===== src/rtl/enet_rx_cfg_sync_pkg.sv =====
// Shared constants for the ENET RX configuration block: register bit
// positions, the RCR reset value and the commit FSM state type.
package enet_pkg;

    // RCR bit positions
    localparam int unsigned RCR_NLC    = 30;
    localparam int unsigned RCR_CFEN   = 15;
    localparam int unsigned RCR_CRCFWD = 14;
    localparam int unsigned RCR_PAUFWD = 13;
    localparam int unsigned RCR_PADEN  = 12;
    localparam int unsigned RCR_FCE    = 5;
    localparam int unsigned RCR_BC_REJ = 4;
    localparam int unsigned RCR_PROM   = 3;
    localparam int unsigned RCR_DRT    = 1;

    // Bits of RCR that are backed by storage; all others read 0
    localparam logic [31:0] RCR_MASK =
        (32'd1 << RCR_NLC)    | (32'd1 << RCR_CFEN)   | (32'd1 << RCR_CRCFWD) |
        (32'd1 << RCR_PAUFWD) | (32'd1 << RCR_PADEN)  | (32'd1 << RCR_FCE)    |
        (32'd1 << RCR_BC_REJ) | (32'd1 << RCR_PROM)   | (32'd1 << RCR_DRT);

    localparam logic [31:0] RCR_RST = '0;

    // ECR bit positions
    localparam int unsigned ECR_MAX_FL_LSB = 16;
    localparam int unsigned ECR_MII_SEL    = 3;
    localparam int unsigned ECR_ETHER_EN   = 1;
    localparam int unsigned ECR_RESET      = 0;

    // SYNCED: active matches shadow; WAIT: a commit is outstanding
    typedef enum logic {
        CFG_SYNCED = 1'b0,
        CFG_WAIT   = 1'b1
    } cfg_state_e;

endpackage


===== src/rtl/enet_cfg_field.sv =====
// One configuration field: a shadow register written by the host and an
// active register loaded from the shadow on commit. clr returns both to RST.
module enet_cfg_field #(
    parameter int unsigned   W   = 1,
    parameter logic [W-1:0]  RST = '0
) (
    input  logic         clk,
    input  logic         rst_n,
    input  logic         clr,
    input  logic         wen,
    input  logic [W-1:0] wdata,
    input  logic         commit,
    output logic [W-1:0] shadow,
    output logic [W-1:0] active
);

    logic [W-1:0] shadow_q, shadow_d;
    logic [W-1:0] active_q, active_d;

    // Next-state: clear wins, commit copies the pre-write shadow value
    always_comb begin
        shadow_d = shadow_q;
        active_d = active_q;
        if (clr) begin
            shadow_d = RST;
            active_d = RST;
        end else begin
            if (commit) active_d = shadow_q;
            if (wen)    shadow_d = wdata;
        end
    end

    // Shadow/active storage
    always_ff @(posedge clk or negedge rst_n) begin
        if (!rst_n) begin
            shadow_q <= RST;
            active_q <= RST;
        end else begin
            shadow_q <= shadow_d;
            active_q <= active_d;
        end
    end

    assign shadow = shadow_q;
    assign active = active_q;

endmodule


===== src/rtl/enet_rx_cfg_sync.sv =====
// Frame-safe RCR/ECR configuration: host writes land in shadow registers,
// and the whole active configuration is updated together between frames.
module enet_rx_cfg_sync
    import enet_pkg::*;
#(
    parameter int unsigned MAX_FL_W   = 14,
    parameter int unsigned MAX_FL_RST = 1518,
    parameter int unsigned MIN_FL     = 64
) (
    input  logic                rx_clk,
    input  logic                rst_n,
    input  logic                rcr_wen,
    input  logic                ecr_wen,
    input  logic [31:0]         reg_wdata,
    input  logic                rx_frame_busy,
    output logic [31:0]         rcr_rdata,
    output logic [31:0]         ecr_rdata,
    output logic                cfg_pending,
    output logic                ether_en,
    output logic                drt,
    output logic                mii_select,
    output logic                nlc,
    output logic                cfen,
    output logic                crcfwd,
    output logic                paufwd,
    output logic                paden,
    output logic                fce,
    output logic                bc_rej,
    output logic                prom,
    output logic [MAX_FL_W-1:0] max_fl,
    output logic                rx_stopped,
    output logic                soft_rst
);

    localparam logic [MAX_FL_W-1:0] MAX_FL_RST_W = MAX_FL_W'(MAX_FL_RST);
    localparam logic [MAX_FL_W-1:0] MIN_FL_W     = MAX_FL_W'(MIN_FL);

    cfg_state_e state_q, state_d;
    logic       rx_stopped_q, rx_stopped_d;
    logic       soft_rst_q, soft_rst_d;

    logic srst, any_wen, commit, rcr_we, ecr_we;
    logic ether_en_next;

    logic [31:0]         rcr_shadow, rcr_active;
    logic                ether_en_shadow, ether_en_active;
    logic                mii_sel_shadow, mii_sel_active;
    logic [MAX_FL_W-1:0] max_fl_shadow, max_fl_active;
    logic [MAX_FL_W-1:0] max_fl_wr, max_fl_clamped;
    logic                unused_bits;

    // Strobe decode; a commit is only allowed on a quiet edge outside a frame
    always_comb begin
        srst          = ecr_wen & reg_wdata[ECR_RESET];
        any_wen       = rcr_wen | ecr_wen;
        rcr_we        = rcr_wen & ~srst;
        ecr_we        = ecr_wen & ~srst;
        commit        = (state_q == CFG_WAIT) & ~rx_frame_busy & ~any_wen & ~srst;
        max_fl_wr     = reg_wdata[ECR_MAX_FL_LSB +: MAX_FL_W];
        max_fl_clamped = (max_fl_wr < MIN_FL_W) ? MIN_FL_W : max_fl_wr;
        ether_en_next = srst   ? 1'b0 :
                        commit ? ether_en_shadow : ether_en_active;
    end

    // RCR fields: one register pair per implemented bit, others tied to 0
    for (genvar i = 0; i < 32; i++) begin : g_rcr
        if (RCR_MASK[i]) begin : g_fld
            enet_cfg_field #(.W(1), .RST(RCR_RST[i])) u_fld (
                .clk    (rx_clk),
                .rst_n  (rst_n),
                .clr    (srst),
                .wen    (rcr_we),
                .wdata  (reg_wdata[i]),
                .commit (commit),
                .shadow (rcr_shadow[i]),
                .active (rcr_active[i])
            );
        end else begin : g_tie
            assign rcr_shadow[i] = 1'b0;
            assign rcr_active[i] = 1'b0;
        end
    end

    enet_cfg_field #(.W(1), .RST(1'b0)) u_ether_en (
        .clk    (rx_clk),
        .rst_n  (rst_n),
        .clr    (srst),
        .wen    (ecr_we),
        .wdata  (reg_wdata[ECR_ETHER_EN]),
        .commit (commit),
        .shadow (ether_en_shadow),
        .active (ether_en_active)
    );

    enet_cfg_field #(.W(1), .RST(1'b0)) u_mii_sel (
        .clk    (rx_clk),
        .rst_n  (rst_n),
        .clr    (srst),
        .wen    (ecr_we),
        .wdata  (reg_wdata[ECR_MII_SEL]),
        .commit (commit),
        .shadow (mii_sel_shadow),
        .active (mii_sel_active)
    );

    enet_cfg_field #(.W(MAX_FL_W), .RST(MAX_FL_RST_W)) u_max_fl (
        .clk    (rx_clk),
        .rst_n  (rst_n),
        .clr    (srst),
        .wen    (ecr_we),
        .wdata  (max_fl_clamped),
        .commit (commit),
        .shadow (max_fl_shadow),
        .active (max_fl_active)
    );

    // Commit FSM next state and pulse generation
    always_comb begin
        state_d = state_q;
        if (srst)         state_d = CFG_SYNCED;
        else if (any_wen) state_d = CFG_WAIT;
        else if (commit)  state_d = CFG_SYNCED;
        rx_stopped_d = ether_en_active & ~ether_en_next;
        soft_rst_d   = srst;
    end

    // Commit FSM state and registered pulses
    always_ff @(posedge rx_clk or negedge rst_n) begin
        if (!rst_n) begin
            state_q      <= CFG_SYNCED;
            rx_stopped_q <= 1'b0;
            soft_rst_q   <= 1'b0;
        end else begin
            state_q      <= state_d;
            rx_stopped_q <= rx_stopped_d;
            soft_rst_q   <= soft_rst_d;
        end
    end

    // Readback assembly from shadow state
    always_comb begin
        ecr_rdata = '0;
        ecr_rdata[ECR_MAX_FL_LSB +: MAX_FL_W] = max_fl_shadow;
        ecr_rdata[ECR_MII_SEL]                = mii_sel_shadow;
        ecr_rdata[ECR_ETHER_EN]               = ether_en_shadow;
    end

    assign rcr_rdata   = rcr_shadow;
    assign cfg_pending = (state_q == CFG_WAIT);
    assign ether_en    = ether_en_active;
    assign mii_select  = mii_sel_active;
    assign max_fl      = max_fl_active;
    assign drt         = rcr_active[RCR_DRT];
    assign nlc         = rcr_active[RCR_NLC];
    assign cfen        = rcr_active[RCR_CFEN];
    assign crcfwd      = rcr_active[RCR_CRCFWD];
    assign paufwd      = rcr_active[RCR_PAUFWD];
    assign paden       = rcr_active[RCR_PADEN];
    assign fce         = rcr_active[RCR_FCE];
    assign bc_rej      = rcr_active[RCR_BC_REJ];
    assign prom        = rcr_active[RCR_PROM];
    assign rx_stopped  = rx_stopped_q;
    assign soft_rst    = soft_rst_q;

    assign unused_bits = ^{reg_wdata, rcr_active};

endmodule

===== config.mk =====
export PLATFORM = sky130hd
export DESIGN_NAME = enet_rx_cfg_sync
export DESIGN_NICKNAME = d
export VERILOG_FILES = /design/src/rtl/enet_rx_cfg_sync_pkg.sv /design/src/rtl/enet_cfg_field.sv /design/src/rtl/enet_rx_cfg_sync.sv
export SDC_FILE = /design/constraint.sdc
export NUM_CORES = 1
export LEC_CHECK = 0
export BUFFER_PORTS_ARGS = -buffer_cell sky130_fd_sc_hd__buf_2
export CORE_ASPECT_RATIO = 1.75
export CORE_UTILIZATION = 41
export DETAILED_ROUTE_END_ITERATION = 10
export GPL_ROUTABILITY_DRIVEN = 0
export PLACE_DENSITY_LB_ADDON = 0.2
export SKIP_LAST_GASP = 1
export SLEW_MARGIN = 10
export SYNTH_ARGS = -nofsm -noshare
export SYNTH_HDL_FRONTEND = slang
export SYNTH_SLANG_ARGS = --single-unit

===== constraint.sdc =====
create_clock -name rx_clk -period 1.2 [get_ports rx_clk]
set_clock_uncertainty 0.15 [all_clocks]
set_input_delay 0.06 -clock rx_clk [delete_from_list [all_inputs] [get_ports rx_clk]]
set_output_delay 0.06 -clock rx_clk [all_outputs]
set_load 0.005 [all_outputs]

### Yosys cells after proc, flatten, opt, wreduce, memory -nomap -nowiden

Cells that the tools add are included.

| storage, ports and cells | value |
|---|---|
| bits in registers | 53 |
| input bits | 37 |
| word-level logic and storage cells | 96 |

| operators by class | value |
|---|---|
| order comparisons | 1 |
| mux-type cells | 52 |
| bitwise gates (word level) | 12 |
| reduce and logical (&&, ||, !) cells | 4 |

Operator list:

| operator | count |
|---|---|
| 14-bit two-way mux | 5 |
| 1-bit two-way mux | 47 |
| 14-bit by 7-bit less-than comparator with 1-bit output (second input constant) | 1 |
| 1-bit bitwise AND | 7 |
| 2-bit nonzero test | 3 |
| 1-bit inverter | 4 |
| 3-bit nonzero test | 1 |
| 1-bit OR | 1 |

### Logic depth before layout (Yosys ltp)

| depth | value |
|---|---|
| depth in word-level cells | 8 |
| mapped depth | 6 |
| mapped depth without buffers | 4 |

### Modules after synthesis

From an unflattened synthesis, not the netlist that was laid out.

| second synthesis, totals | value |
|---|---|
| cells, all modules | 226 |
| area total of the unflattened synthesis | 2605.0 sq um |

Modules (own cells, without submodules):

| module | instances | cells each | area an instance (sq um) | seq. area each (sq um) |
|---|---|---|---|---|
| enet_cfg_field at u_max_fl | 1 | 91 | 1199.9 | 720.7 |
| enet_cfg_field at g_rcr[12].g_fld.u_fld ... | 11 | 6 | 77.6 | 50.0 |
| enet_rx_cfg_sync | 1 | 69 | 551.8 | 75.1 |

### Worst setup path after synthesis

OpenSTA, ideal clock, no wires.

| timing | value |
|---|---|
| path type | register -> register |
| from | reg state_q, in the netlist cfg_pending |
| to | reg u_ether_en.active_q, in the netlist u_ether_en.active |
| library setup time | 0.121 ns |
| arrival | 1.024 ns |
| slack | -0.095 ns |
| stages on the path, launching flop included | 5 |
| buffers on the path | 1 |
| period minus slack after synthesis | 1.295 ns |
| path through | dfrtp_1 nor4b_4 buf_6 mux2i_1 nor2_1 |

| between the ends | value |
|---|---|
| word-level cells in the longest chain between the ends | 5 |

Ends and longest elaborated chain:

| item | line | RTL |
|---|---|---|
| start, declared | enet_rx_cfg_sync.sv:38 | `cfg_state_e state_q, state_d;` |
| start signal, assigned | enet_rx_cfg_sync.sv:134 | `state_q <= state_d;` |
| 1-bit bitwise AND (3 in series) | enet_rx_cfg_sync.sv:58 | `commit = (state_q == CFG_WAIT) & ~rx_frame_busy & ~any_wen & ~srst;` |
| 1-bit two-way mux (2 in series) | - |  |
| net ether_en_next | enet_rx_cfg_sync.sv:43 | `logic ether_en_next;` |
| end signal, assigned | enet_cfg_field.sv:40 | `active_q <= active_d;` |
| end, declared | enet_cfg_field.sv:18 | `logic [W-1:0] active_q, active_d;` |

The timed path passes the listed nets, and every way through them passes these cells.
A chain may end at the register's enable or synchronous reset.

### Final worst setup path

Ends and elaborated chain as after synthesis.

==> out/results.tsv <==
stage	metric	value	unit
status	status	finished with violations	
drt	ant_nets	0	
sta	period_share	115	%
placement	dp.cells	410	
sta	max_freq	727	MHz
sta	slew_viol_final	0	
yosys	ys_seq_area_share	52.2	%
layout	layout-drive-gt1-share	45.5	%
drt	vias_per_cell	4.54	
power_and_ir_drop	power	0.00407	W
setup_path	crit_fanout	7	
die	die_w	62.0	um
global_routing	grt_usage	18.4	%
placement	place_ws	-0.160	ns
drt	drt_wl_total	6.11	mm
layout	final_cells	458	
layout	diodes	0	
die	core	5970	sq um
sta	setup-tns-final	-2.87	ns
layout	final_cell_mix	buf_2 (78), conb_1 (39), dfrtp_1 (37)	
setup_path	path_delay_family	flip-flops	
die	die_h	107	um
setup_path	start_kind	flip-flop	
power_and_ir_drop	clkPwrFrac	29.6	%
clocking	clock_sinks	53	
clocking	clk_latency	0.31	ns
power_and_ir_drop	p_switching	0.00106	W
layout	fin_nets	416	
drt	first_pass_iters	4	
placement	portBuffers	81	
run	cap_violations	0	
global_routing	grt_max_degree	25	
global_routing	antenna_found_initial	0	
drt	via_count	2080	
yosys	yosysTopAreaCell	dfrtp_1	
setup_path	cp_num_buf_inv	2	
yosys	postSynthAreaPerCell	10.1	sq um
yosys	synth_seq_cells	53	
drt	routedWlPerCell	13.3	um
setup_path	crit_path_end_kind	flip-flop	
yosys	synth_top_area_share	35.9	%
global_routing	grt_pass1_wl	8.93	mm
clocking	clkTransAtPathRegs	0.09	ns
power_and_ir_drop	ir_drop	903	uV
power_and_ir_drop	p_comb_share	19.2	%
layout	area_delta_synth_final	42.7	%
layout	utilization	61.6	%
die	io_pins	129	
placement	dpl.hpwl	4.12	mm
die	rows	37	
setup_path	path_cells	nor4b_4, buf_6, buf_12, mux2i_1, nor2_1	
clocking	cts_tree	built	
die	die_area	6620	sq um
power_and_ir_drop	power.density	1110	nW/um^2
setup_path	crit_required	1.25	ns
clocking	htreeDepth	2	
drt	drtIter0Drc	42	
die	start_util	43.2	%
yosys	synthTopCellsByArea	dfrtp_1 (36%), dfstp_2 (16%), buf_4 (15%)	
yosys	synth.yosys.warnings	0	
power_and_ir_drop	p_int	0.00301	W
setup_path	timing_worst_setup_path_type	flip-flop to flip-flop	
setup_path	slowest_stage	dfrtp_1	
global_routing	grt_overflow	0	
drt	drc_errors	0	
yosys	syn_area	2580	sq um
global_routing	grt_pass1_vias	1842	
power_and_ir_drop	power.leakage	1.87	nW
sta	setup_viol	26	
clocking	clockRootBuffer	clkbuf_8	
sta	grt_setup_unrepaired	true	
yosys	syn-instance-count	255	
sta	layout_setup_ws	-0.175	ns
clocking	cts_buffers	5	
power_and_ir_drop	power_frac_seq	51.2	%
setup_path	arrival	1.43	ns
sta	period_needed	1.37	ns
yosys	yosysUniqueCellTypes	27	
clocking	cts_buffer_depth	2	
min_path	hold_path_class	input port to asynchronous set/reset pin	
layout	mostFrequentLayoutCell	buf_2	
sta	hold_violations	0	
power_and_ir_drop	switching_share	26.1	%
status	violations	setup timing	
setup_path	slowest_delay	0.37	ns
[worst register-to-register path, cell delays in order (launching register included)]
cell and delay (ns):
dfrtp_1 0.37, nor4b_4 0.21, buf_6 0.16, buf_12 0.13
mux2i_1 0.20, nor2_1 0.05
[final cells by class]
| type | instances | area, sq um |
|---|---|---|
| fillers | 533 | 2290 |
| multi-input cells | 174 | 1010 |
| repair buffers | 142 | 1110 |
| well taps | 78 | 97.6 |
| inverters | 3 | 11.3 |
| clock buffers | 5 | 68.8 |
| flip-flops and latches | 53 | 1350 |
| clock inverters | 3 | 41.3 |
[Yosys cell counts]
| cell type | instances |
|---|---|
| a211oi_1 | 1 |
| a21boi_0 | 1 |
| a21oi_1 | 3 |
| a311o_1 | 4 |
| a31oi_1 | 1 |
| a32o_1 | 2 |
| buf_2 | 6 |
| buf_4 | 51 |
| buf_6 | 3 |
| clkbuf_1 | 2 |
| clkbuf_2 | 1 |
| clkinv_1 | 1 |
| conb_1 | 1 |
| dfrtp_1 | 37 |
| dfstp_2 | 16 |
| inv_1 | 2 |
| mux2i_1 | 10 |
| nand2_1 | 47 |
| nand2_2 | 1 |
| nand2b_1 | 1 |
| nor2_1 | 27 |
| nor2b_1 | 4 |
| nor4_1 | 2 |
| nor4b_4 | 1 |
| o21ai_0 | 14 |
| o21ai_2 | 10 |
| o2bb2ai_1 | 6 |
[what timing repair did]
| item | CTS | global route |
|---|---|---|
| hold endpoints to repair | 69 | 0 |
| hold buffers | 26 | 0 |
| gates cloned | 0 | 3 |
| endpoints found under the setup margin | 26 | 35 |
| setup buffers | 6 | 6 |
| pin swaps | 0 | 7 |
| resized for setup | 2 | 49 |
[power by group through the flow]
stage               clock network [W]  registers (W)  logic (W)
floorplan                           0        0.00211   0.000405
global placement                    0        0.00211   0.000615
detailed placement                  0        0.00211   0.000624
CTS                           0.00123        0.00208   0.000708
global route                  0.00130        0.00210   0.000873
finish                        0.00121        0.00208   0.000783
[registers in the layout, summed over array words and instances (netlist names)]
signal / cells
soft_rst: 1
u_ether_en.shadow: 1
u_max_fl.shadow: 14
u_ether_en.active: 1
u_mii_sel.shadow: 1
g_rcr.g_fld.u_fld.active: 9
cfg_pending: 1
u_max_fl.active: 14
rx_stopped: 1
g_rcr.g_fld.u_fld.shadow: 9
u_mii_sel.active: 1
[worst paths after layout]
path                       cells after the start  slack, ns                           to               start
setup / recovery                               5      -0.17            u_ether_en.active         cfg_pending
hold / removal                                 2       0.04  g_rcr[3].g_fld.u_fld.shadow               rst_n
setup reg to reg                               5      -0.17            u_ether_en.active         cfg_pending
hold reg to reg                                2       0.34           u_max_fl.active[5]  u_max_fl.shadow[5]
max in group asynchronous                      3       0.34           u_max_fl.active[8]               rst_n
min in group rx_clk                            4       0.06            u_ether_en.shadow             ecr_wen
[per-stage QoR]
step | instance area [sq um] | hold WS [ns]
floorplan | 2740 | -0.386
global placement | 3020 | -0.164
detailed placement | 3020 | -0.161
CTS | 3440 | 0.0423
global route | 3680 | 0.0597
finish | 3680 | 0.0368
[cells by family after synthesis]
logic type,synth area share (%)
other cells,0.145
compound gates,11.9
flops,52.2
buf+inv,18.2
mux,3.88
simple gates,13.6
[metal layers]
metal | up-vias | part of all wire [%] | GRT usage (%)
met4 | 0 | 1.6 | 6.83
met5 | - | 0 | 0
met2 | 81 | 55 | 31.1
met3 | 7 | 4.5 | 3.26
li1 | 998 | - | -
met1 | 994 | 39 | 22.4
(Power assumes the default switching activity.)
